File: config.mk
export PLATFORM = sky130hd
export DESIGN_NAME = tone_player
export DESIGN_NICKNAME = d
export VERILOG_FILES = /design/src/rtl/tone_player_pkg.sv /design/src/rtl/tone_pwm.sv /design/src/rtl/tone_player.sv
export SDC_FILE = /design/constraint.sdc
export NUM_CORES = 1
export LEC_CHECK = 0
export CORE_MARGIN = 10
export CORE_UTILIZATION = 40
export CTS_BUF_LIST = sky130_fd_sc_hd__clkbuf_4
export CTS_CLUSTER_SIZE = 30
export DETAILED_ROUTE_END_ITERATION = 16
export PLACE_DENSITY = 0.63
export SLEW_MARGIN = 0
export SYNTH_ARGS = -nofsm -noshare
export SYNTH_HDL_FRONTEND = slang
export SYNTH_SLANG_ARGS = --single-unit
File: constraint.sdc
create_clock -name clk -period 3.7 [get_ports clk]
set_input_delay 0.555 -clock clk [delete_from_list [all_inputs] [get_ports clk]]
set_output_delay 0.555 -clock clk [all_outputs]
set_load 0.02 [all_outputs]
File: src/rtl/tone_player_pkg.sv
// Shared types and constants for the tone player.
// Note words are half-periods in clk cycles; zero means rest.
package tone_player_pkg;

  localparam int NOTE_W = 27;
  localparam logic [NOTE_W-1:0] NOTE_REST = '0;

  typedef enum logic [1:0] {
    IDLE,
    PLAY,
    RELEASE
  } state_t;

  function automatic logic [NOTE_W-1:0] clamp_half(
    input logic [NOTE_W-1:0] n,
    input logic [NOTE_W-1:0] lo
  );
    return (n < lo) ? lo : n;
  endfunction

endpackage

File: src/rtl/tone_pwm.sv
// Free-running PWM counter; pwm_on while the counter is below level.
// A level of zero keeps pwm_on low.
module tone_pwm #(
  parameter int LEVEL_W = 4
) (
  input  logic               clk,
  input  logic               reset,
  input  logic [LEVEL_W-1:0] level,
  output logic               pwm_on
);

  logic [LEVEL_W-1:0] pwm_cnt;

  always_ff @(posedge clk) begin
    if (reset) pwm_cnt <= '0;
    else       pwm_cnt <= pwm_cnt + LEVEL_W'(1);
  end

  assign pwm_on = (pwm_cnt < level);

endmodule

File: src/rtl/tone_player.sv
// Square-wave note player with one pending note slot and a linear
// release fade; new notes only take effect on half-period boundaries.
module tone_player
  import tone_player_pkg::*;
#(
  parameter int LEVEL_W      = 4,
  parameter int RELEASE_STEP = 50000,
  parameter int MIN_HALF     = 2
) (
  input  logic               clk,
  input  logic               reset,
  input  logic [NOTE_W-1:0]  note,
  input  logic               note_valid,
  output logic               note_ready,
  output logic               spk,
  output logic               tone_out,
  output logic [LEVEL_W-1:0] level,
  output logic               playing
);

  localparam int STEP_W =
    (RELEASE_STEP > 1) ? $clog2(RELEASE_STEP) : 1;
  localparam logic [STEP_W-1:0] STEP_LAST =
    STEP_W'(RELEASE_STEP - 1);
  localparam logic [NOTE_W-1:0] MIN_H = NOTE_W'(MIN_HALF);
  localparam logic [LEVEL_W-1:0] FULL = '1;

  state_t              state;
  logic [NOTE_W-1:0]   half;
  logic [NOTE_W-1:0]   cnt;
  logic [NOTE_W-1:0]   pending;
  logic                pending_full;
  logic [STEP_W-1:0]   step;
  logic [LEVEL_W-1:0]  level_q;
  logic                tone_q;
  logic                pwm_on;

  logic [NOTE_W-1:0]   half_m1;
  logic                accept;
  logic                boundary;
  logic                load_new;
  logic                step_end;
  logic                fade_done;

  assign note_ready = !pending_full;
  assign accept     = note_valid && note_ready;
  assign half_m1    = half - NOTE_W'(1);
  assign boundary   = (state != IDLE) && (cnt == half_m1);
  assign load_new   = boundary && pending_full
                   && (pending != NOTE_REST);
  assign step_end   = (state == RELEASE) && (step == STEP_LAST);
  assign fade_done  = step_end && !load_new
                   && (level_q == LEVEL_W'(1));

  always_ff @(posedge clk) begin
    if (reset) begin
      state        <= IDLE;
      half         <= '0;
      cnt          <= '0;
      pending      <= '0;
      pending_full <= 1'b0;
      step         <= '0;
      level_q      <= '0;
      tone_q       <= 1'b0;
    end else begin
      if (accept && state != IDLE) begin
        pending      <= note;
        pending_full <= 1'b1;
      end
      unique case (state)
        IDLE: begin
          if (accept && note != NOTE_REST) begin
            state   <= PLAY;
            half    <= clamp_half(note, MIN_H);
            cnt     <= '0;
            tone_q  <= 1'b1;
            level_q <= FULL;
            step    <= '0;
          end
        end
        PLAY, RELEASE: begin
          if (boundary) begin
            cnt    <= '0;
            tone_q <= !tone_q;
            if (pending_full) pending_full <= 1'b0;
          end else begin
            cnt <= cnt + NOTE_W'(1);
          end
          if (load_new) begin
            state   <= PLAY;
            half    <= clamp_half(pending, MIN_H);
            level_q <= FULL;
            step    <= '0;
          end else if (state == PLAY) begin
            if (boundary && pending_full) state <= RELEASE;
            step <= '0;
          end else if (fade_done) begin
            // a word still queued when the fade ends is dropped
            state        <= IDLE;
            tone_q       <= 1'b0;
            cnt          <= '0;
            level_q      <= '0;
            step         <= '0;
            pending_full <= 1'b0;
          end else if (step_end) begin
            step    <= '0;
            level_q <= level_q - LEVEL_W'(1);
          end else begin
            step <= step + STEP_W'(1);
          end
        end
        default: state <= IDLE;
      endcase
    end
  end

  tone_pwm #(
    .LEVEL_W (LEVEL_W)
  ) u_pwm (
    .clk    (clk),
    .reset  (reset),
    .level  (level_q),
    .pwm_on (pwm_on)
  );

  assign tone_out = tone_q;
  assign level    = level_q;
  assign playing  = (state != IDLE);
  assign spk      = tone_q && pwm_on;

endmodule

==> reports/results.txt, run 1 <==
The tools report the number of antenna violations at the first check in global routing as 0. Once layout is done, the placed cells without fillers occupy 7210 µm². Setup violations remaining at the end of the flow were counted as 0. The clock tree root driver cell is sky130_fd_sc_hd__clkbuf_4. The number of failing hold endpoints at the final stage is 0, and the count of vias placed by the detailed router is 5,733. Timing analysis after detailed placement gives a worst setup slack of 0.186 ns.

Summed over all instances, the cell type with the most area after synthesis is sky130_fd_sc_hd__dfxtp_1. The first detailed-routing pass ran for 4 iterations. Count of inserted antenna diode cells: 0. The congestion estimate from routability-driven global placement came to 0.831. For this run, the leading register cell type out of synthesis is sky130_fd_sc_hd__dfxtp_1.

The worst path meets setup with 0.308 ns of slack. Adding up every negative setup slack in the final design gives 0 ns. In this run the worst hold path is classified as reg -> reg.

The number of flip-flops and latches in the synthesized netlist works out to 109. The die span in x was 147 µm; the worst clock skew on the final layout was 0.0250 ns. In this run the number of H-tree levels came out at 3. In this run the standard cell core region covers 15,900 µm².

The total overflow left after global routing is 0. The tools report the gate count of the mapped netlist as 799. After the first detailed-routing iteration, the DRC count stood at 332. The count of flip-flops with a built-in enable after synthesis came out at 0. Summed over all nets, the half-perimeter wirelength after detailed placement is 11,600 µm. Walking the worst path, the cells encountered are nor4_4 > nand4_1 > o32a_1 > a22oi_1 > nand4_4 > nor3_4 > o21a_2 > buf_12 > mux2i_1 > nor2_1. The number of setup buffers added after CTS is 0.

The power per cell area works out to 512 nW/µm². Top routing layer in use: met4. After detailed routing, the wire length on met1 is 8020 µm. The worst max-slew margin expressed relative to the limit was 0.371. The transition time at the pin with the least slew margin is 0.944 ns. The first global-routing pass estimated 27,200 µm of wire. The part of the cycle the worst path needs is 0.917. The flow ran to the end, and the final reports show no timing, DRC or antenna violations. The logs give 0.409 for the initial core utilization and 0.31 ns for the flop-to-flop setup slack. The tools report the worst reg2reg path startpoint as half[5]$_SDFFE_PP0P_. The sink of the worst hold path was pending[14]$_SDFFE_PP0P_. The cell depth of the worst hold path was 2.

The growth of design area from synthesis to finish was 10.9%. The average wire length per cell after detail routing is 15.3 µm. After filler insertion, the fill cell instance count of the layout stands at 1,615.

TritonCTS built the clock tree. The number of global-route vias before repair was 5,354. In the detailed route, the total length drawn on met2 is 7070 µm. The number of different library cells used by synthesis comes to 72. STA puts the critical path data arrival time at 3.75 ns. The fraction of synthesis flops using an asynchronous set or reset pin was 0. Summed over all cells, the static leakage comes to 2.53 nW.

During I/O placement, the number of pins put on the boundary was 38. The wire length reported by the detailed router is 15,900 µm, and the minimum hold slack is 0.485 ns. Clock tree synthesis inserted a total of 9 buffers. The remaining antenna violation count after routing was 0; the share of cells above drive strength 1 was 0.107. Using the TritonRoute via totals, the vias-per-cell ratio works out to 5.51. The logs give 21,700 µm² for the total die area and 3.69 mW for the power consumption. The proportion of netlist area held by the largest area contributor came out at 0.336.

The worst hold path begins at pending[14]$_SDFFE_PP0P_. The sum of buffers and inverters on the critical path works out to 1. The number of warnings reported in the yosys synthesis log was 0. The tools report the critical path capture point type as a register. The worst setup path is launched from a register. The largest fanout on the critical path was 53. The run gives 109 as the CTS sink count. Entering global routing, the biggest net connects 76 pins. The logs give 864 for the final layout net count and 4.06 ns for the required time of the critical path. The clock passes through at most 2 buffers. Minimum clock period after layout: 3.39 ns. The run gives 535 µm as the amount of wire on met3 after detailed routing. From bottom edge to top edge, the die measures 147 µm. The post-detailed-placement cell area is 7050 µm², and the top achievable clock speed is 295 MHz. The slowest stage cell on the critical path is sky130_fd_sc_hd__nor4_4.

The critical path in this run is classified as reg -> reg. The cell area after technology mapping is 6500 µm², and the number of input and output port buffers inserted is 37. The number of nets handed over by synthesis was 843. The average instance in the mapped netlist occupies 8.13 µm². The total routing resource utilization after global routing is 0.148, and the delay of the slowest critical-path stage is 0.55 ns.

By area the synthesized netlist is led by sky130_fd_sc_hd__dfxtp_1, sky130_fd_sc_hd__nand2_1, sky130_fd_sc_hd__a211oi_2, sky130_fd_sc_hd__mux2i_1, sky130_fd_sc_hd__a21oi_1. The tools report the endpoint of the most critical register-to-register path as half[1]$_SDFFE_PP0P_. The sequential fraction of the synthesis area was 0.336. For this run, design rule violations remaining after detail routing come to 0. Across the VDD grid, the largest voltage drop is 0.253 mV. The number of cells on the worst reg-to-reg path works out to 10.

For the row count, the log shows 46. Across the run, the number of max-cap violations was 0. For the worst-skew pair, the clock arrives at the later sink with an insertion delay of 0.50 ns. Setup repair after global routing left no endpoint under its margin.

The dominant delay contributor by cell family on the critical path is simple AND/OR/NAND/NOR gates. The run gives 0 as the number of slew-limit violations in the final report. After clock tree synthesis, the clock-pin slew on the worst setup and hold paths is 0.19 ns.
==> cells in the mapped netlist (4+ instances only) <==
library cell	number
sky130_fd_sc_hd__nand4_1	19
sky130_fd_sc_hd__clkbuf_1	28
sky130_fd_sc_hd__a31oi_1	23
sky130_fd_sc_hd__nor4_2	4
sky130_fd_sc_hd__inv_1	24
sky130_fd_sc_hd__a41oi_1	5
sky130_fd_sc_hd__dfxtp_1	109
sky130_fd_sc_hd__a21oi_1	54
sky130_fd_sc_hd__buf_2	6
sky130_fd_sc_hd__buf_6	7
sky130_fd_sc_hd__a211oi_2	25
sky130_fd_sc_hd__nor2b_1	7
sky130_fd_sc_hd__or3_1	7
sky130_fd_sc_hd__o21ai_0	33
sky130_fd_sc_hd__ha_1	14
sky130_fd_sc_hd__and3_1	15
sky130_fd_sc_hd__nand2_1	105
sky130_fd_sc_hd__nand2b_1	8
sky130_fd_sc_hd__nor2_1	70
sky130_fd_sc_hd__mux2i_1	28
sky130_fd_sc_hd__nor4_1	28
sky130_fd_sc_hd__and2_1	5
sky130_fd_sc_hd__xor2_1	18
sky130_fd_sc_hd__a21o_1	6
sky130_fd_sc_hd__nand3_1	28
sky130_fd_sc_hd__a211oi_1	4
sky130_fd_sc_hd__xnor2_1	22
sky130_fd_sc_hd__o21a_1	4
sky130_fd_sc_hd__nor3_1	21
==> cell families after synthesis <==
kind of cell             count (synthesis)  synth area share
AND/OR/NAND/NOR                        348             0.281
AO/OA/AOI/OAI                          187             0.203
flip-flops                             109             0.336
buffers and inverters                   72            0.0526
XOR/XNOR                                41            0.0574
multiplexers                            28            0.0431
adder cells (fa/ha/maj)                 14            0.0270
==> worst max path at each step <==
stage                           end  slack [ns]            startpoint  depth (start not counted)
3_3_place_gp   cnt[15]$_SDFFE_PP0P_        0.21               note[6]                         11
6_report       half[1]$_SDFFE_PP0P_        0.31  half[5]$_SDFFE_PP0P_                         10
3_5_place_dp   step[9]$_SDFFE_PP0P_        0.19  half[0]$_SDFFE_PP0P_                         11
2_1_floorplan  step[9]$_SDFFE_PP0P_        0.85  half[0]$_SDFFE_PP0P_                         13
5_1_grt        half[1]$_SDFFE_PP0P_        0.01  half[5]$_SDFFE_PP0P_                         10
4_1_cts        step[9]$_SDFFE_PP0P_        0.18  half[0]$_SDFFE_PP0P_                         11
==> final cells by class <==
| type | instances | area, µm² | area share |
|---|---|---|---|
| repair buffers | 57 | 528 | 0.0732 |
| clock buffers | 9 | 67.6 | 0.00937 |
| clock inverters | 7 | 81.3 | 0.0113 |
| inverters | 25 | 93.8 | 0.0130 |
| multi-input cells | 618 | 3990 | 0.553 |
| well taps | 216 | 270 | 0.0375 |
| flip-flops and latches | 109 | 2180 | 0.303 |
==> where the power goes <==
part           switching (mW)  internal, mW
Combinational           0.867         0.667
Sequential              0.207          1.30
Clock                   0.434         0.217
==> cell usage in the layout (no fill, tap or decap), types with 15 or more instances in the layout <==
master / count
sky130_fd_sc_hd__dfxtp_1: 109
sky130_fd_sc_hd__a21oi_1: 54
sky130_fd_sc_hd__mux2i_1: 28
sky130_fd_sc_hd__clkdlybuf4s50_1: 36
sky130_fd_sc_hd__o21ai_0: 33
sky130_fd_sc_hd__a31oi_1: 23
sky130_fd_sc_hd__nor3_1: 21
sky130_fd_sc_hd__and3_1: 15
sky130_fd_sc_hd__a211oi_2: 25
sky130_fd_sc_hd__nand4_1: 19
sky130_fd_sc_hd__nand2_1: 105
sky130_fd_sc_hd__inv_1: 24
sky130_fd_sc_hd__xnor2_1: 22
sky130_fd_sc_hd__nor4_1: 28
sky130_fd_sc_hd__nand3_1: 28
sky130_fd_sc_hd__xor2_1: 18
sky130_fd_sc_hd__nor2_1: 70
sky130_fd_sc_hd__buf_4: 19
==> tightest hold or removal path: stages, from the launching register on <==
cell	delay, ns
sky130_fd_sc_hd__dfxtp_1	0.35
sky130_fd_sc_hd__nand2_1	0.05
sky130_fd_sc_hd__a21oi_1	0.05
==> metrics by stage <==
stage | utilization | std cells
after floorplan | - | 799
after global placement | 0.444 | 1025
after detailed placement | 0.444 | 1025
after CTS | 0.453 | 1041
after global routing | 0.454 | 1041
final | 0.454 | 1041
==> repair_timing <==
action                     CTS  global route
hold buffers                 0             0
setup endpoints to repair    0            29
hold endpoints to repair     0             0
gates resized for setup      0             2
==> per-layer routing <==
layer | vias up | track usage
li1 | 2952 | -
met1 | 2668 | 0.202
met2 | 92 | 0.230
met3 | 21 | 0.0244
met4 | 0 | 0.0540
met5 | - | 0
==> registers in the layout, summed over array words and instances (netlist names), 2 cells and up <==
register       flops
u_pwm.pwm_cnt      4
half              27
level              4
cnt               27
pending           27
state              2
step              16
Note: power is estimated with default switching activity, not from simulation.
==> run 2: changes to the inputs <==
- CELL_PAD_IN_SITES_DETAIL_PLACEMENT: unset -> 0
- CELL_PAD_IN_SITES_GLOBAL_PLACEMENT: unset -> 1
- PLACE_DENSITY: 0.63 -> 0.78
- SLEW_MARGIN: 0 -> unset
==> reports/results.txt, run 2 (synthesis results as in run 1) <==
The wire length reported by the detailed router came out at 16,700 µm (+4.6%). The clock-pin slew reported for the worst setup and hold paths after clock tree synthesis is 0.17 ns (-0.02 ns), and the flop-to-flop setup slack is 0.27 ns (-0.04 ns). The die span in x is 147 µm (unchanged), and the maximum clock path buffer count is 2 (unchanged).

The worst path arrival time is 3.83 ns (+0.08 ns), and the first-pass GRT wire length is 27,400 µm (+0.51%). In this run the critical register-to-register path is launched from half[4]$_SDFFE_PP0P_. The required time of the critical path was 4.10 ns (+0.04 ns); the hold buffer count at cts was 0 (unchanged). The transition time at the pin with the least slew margin is 0.920 ns (-0.0235 ns). The final layout net count was 862 (-0.23%).

The remaining antenna violation count after routing came out at 0 (unchanged). The run gives 2.11 mW (-3.5%) as the cell internal power dissipation. The run finished with clean final reports. The final weighted congestion in routability-driven placement was 0.926 (+11%); the growth of design area from synthesis to finish was 10.2%. The quantity of gates resized following cts was 0 (unchanged). Number of vias per cell after detailed routing: 5.62 (+2.1%). The DRC marker count from the first detailed-route iteration was 359 (+8.1%); the part of the cycle the worst path needs was 0.927 (+0.00989). The run gives 0.150 (+0.00142) as the total routing resource utilization after global routing. The power consumption was 3.63 mW (-1.6%). Top achievable clock speed: 292 MHz (-1.1%). The worst max-slew margin expressed relative to the limit is 0.386 (+0.0157). The run gives 5,472 (+2.2%) as the number of global-route vias before repair.

The logs give 7950 µm (-0.84%) for the routed length on met1 and 0 (unchanged) for the sum of overflow across all layers after global routing. The share of total power in sequential cells was 0.413 (+0.005). STA classifies the critical path startpoint as a register. The setup slack at placement was 0.106 ns (-0.0801 ns); the number of antenna violations at the first check in global routing was 1 (+1).

Row count: 46 (unchanged). Launch point of the critical path: half[4]$_SDFFE_PP0P_. The CTS sink count was 109 (unchanged). In this run the worst setup path terminates at step[6]$_SDFFE_PP0P_.

The number of cells on the worst reg-to-reg path was 9 (-1); the number of buffers created by CTS was 9 (unchanged). TritonCTS built the clock tree. The setup slack after layout is 0.272 ns (-0.0366 ns), and the pin count of the biggest net entering global routing is 75 (-1.3%). CTS placed an instance of sky130_fd_sc_hd__clkbuf_4 at the clock tree root. The cell depth of the worst hold path is 2 (unchanged), and the final number of setup-violating endpoints is 0 (unchanged).

The setup fix buffers added after clock tree synthesis was 0 (unchanged); the switching power summed over all nets was 1.52 mW (+1.1%). The die span in y was 147 µm (unchanged); the total length of routed met2 wires was 7740 µm (+9.4%). The run gives 0.425 (+0.010) as the part of the power in combinational logic. In the final layout, the registers with the most flip-flops are cnt (27), half (27), pending (27).

The HPWL after detailed placement was 12,500 µm (+6.9%). The tools report the final routed DRC violation total as 0 (unchanged). The share of total power consumed by net switching was 0.419 (+0.0113); the clock network fraction of design power was 0.162 (-0.014). Number of input and output port buffers inserted: 37 (unchanged).

The tools report the max-cap check violation count as 0 (unchanged). The floorplan core area is 15,900 µm² (unchanged), and the amount of wire on met3 after detailed routing is 693 µm (+30%). The minimum clock period after layout was 3.43 ns (+0.0366 ns); the H-tree level count was 3 (unchanged).

Count of vias placed by the detailed router: 5,845 (+2.0%). The class of the most critical setup path is reg -> reg. The logs give 0 (unchanged) for the number of slew-limit violations in the final report and 0 ns (unchanged) for the accumulated negative setup slack. The kind of path behind the tightest hold check is reg -> reg.

The critical path capture point type is a register. The clock latency reported for the late side of the worst-skew pair was 0.50 ns (about the same); the largest fanout on the critical path was 15 (-72%). Setup repair after global routing left no endpoint under its margin. The number of search-and-repair iterations in the first detailed-routing pass was 5 (+1). The initial core utilization is 0.409 (unchanged), and the power per cell area is 507 nW/µm² (-0.97%). Count of pins on the block boundary: 38 (unchanged). Leaving out fill and tap cells, the most frequent cells in the layout are sky130_fd_sc_hd__dfxtp_1, sky130_fd_sc_hd__nand2_1, sky130_fd_sc_hd__nor2_1. The reported leakage power is 2.51 nW (-1.1%).

Most common cell after layout, fill and taps aside: sky130_fd_sc_hd__dfxtp_1. The share of cells above drive strength 1 works out to 0.103 (-0.00339). Worst clock skew on the final layout: 0.0136 ns (-0.0114 ns). The highest metal layer carrying signal wires in the routed design is met4.

For the number of failing hold endpoints at the final stage, the log shows 0 (unchanged). The total die area is 21,700 µm² (unchanged), and the maximum vdd ir drop is 0.237 mV (-6.5%). Average wire length per cell after detail routing: 16.0 µm (+4.7%). The worst register-to-register path ends at step[6]$_SDFFE_PP0P_.
## run 2: power by group through the flow
stage               logic [mW]  registers (mW)  clock network (mW)
floorplan                 1.22            1.46                   0
global placement          1.51            1.52                   0
detailed placement        1.53            1.53                   0
CTS                       1.54            1.50               0.604
global route              1.70            1.52               0.640
finish                    1.55            1.50               0.588
## run 2: critical path, cell delays in order (launching register included)
cell                      delay [ns]
sky130_fd_sc_hd__dfxtp_1        0.44
sky130_fd_sc_hd__nor4_4         0.57
sky130_fd_sc_hd__nand4_1        0.18
sky130_fd_sc_hd__o32a_1         0.32
sky130_fd_sc_hd__a22oi_1        0.43
sky130_fd_sc_hd__nand4_4        0.20
sky130_fd_sc_hd__nor3_4         0.34
sky130_fd_sc_hd__or4_1          0.47
sky130_fd_sc_hd__nor3_1         0.10
sky130_fd_sc_hd__a211o_1        0.28
## run 2: cell type report
type	instances	area, µm²
multi-input cells	618	3980
clock buffers	9	67.6
inverters	25	93.8
flip-flops and latches	109	2180
fillers	1620	8720
well taps	216	270
diodes	1	2.50
repair buffers	55	513
clock inverters	7	58.8
## run 2: worst min path at each step
stage | startpoint | to | slack, ns
floorplan | u_pwm.pwm_cnt[0]$_SDFF_PP0_ | u_pwm.pwm_cnt[0]$_SDFF_PP0_ | 0.43
global placement | u_pwm.pwm_cnt[0]$_SDFF_PP0_ | u_pwm.pwm_cnt[0]$_SDFF_PP0_ | 0.45
detailed placement | u_pwm.pwm_cnt[0]$_SDFF_PP0_ | u_pwm.pwm_cnt[0]$_SDFF_PP0_ | 0.46
global route | pending[10]$_SDFFE_PP0P_ | pending[10]$_SDFFE_PP0P_ | 0.51
finish | pending[11]$_SDFFE_PP0P_ | pending[11]$_SDFFE_PP0P_ | 0.48
CTS | pending[11]$_SDFFE_PP0P_ | pending[11]$_SDFFE_PP0P_ | 0.48
## run 2: metal layers
metal | vias to the layer above | global-route usage
met5 | - | 0
met4 | 0 | 0.0550
met3 | 17 | 0.0244
met2 | 132 | 0.243
met1 | 2754 | 0.195
li1 | 2942 | -
## run 2: stage by stage
step	std cells	util	hold slack [ns]	area [µm²]
floorplan	799	-	0.427	6500
global placement	1023	0.443	0.447	7040
detailed placement	1023	0.443	0.458	7040
CTS	1039	0.451	0.484	7160
global route	1040	0.451	0.505	7160
finish	1040	0.451	0.484	7160
==> run 3: changes to the inputs <==
- SLEW_MARGIN: unset -> 20
==> results of run 3 <==
Same layout as run 2: the final DEF is identical, and so are final timing and power.
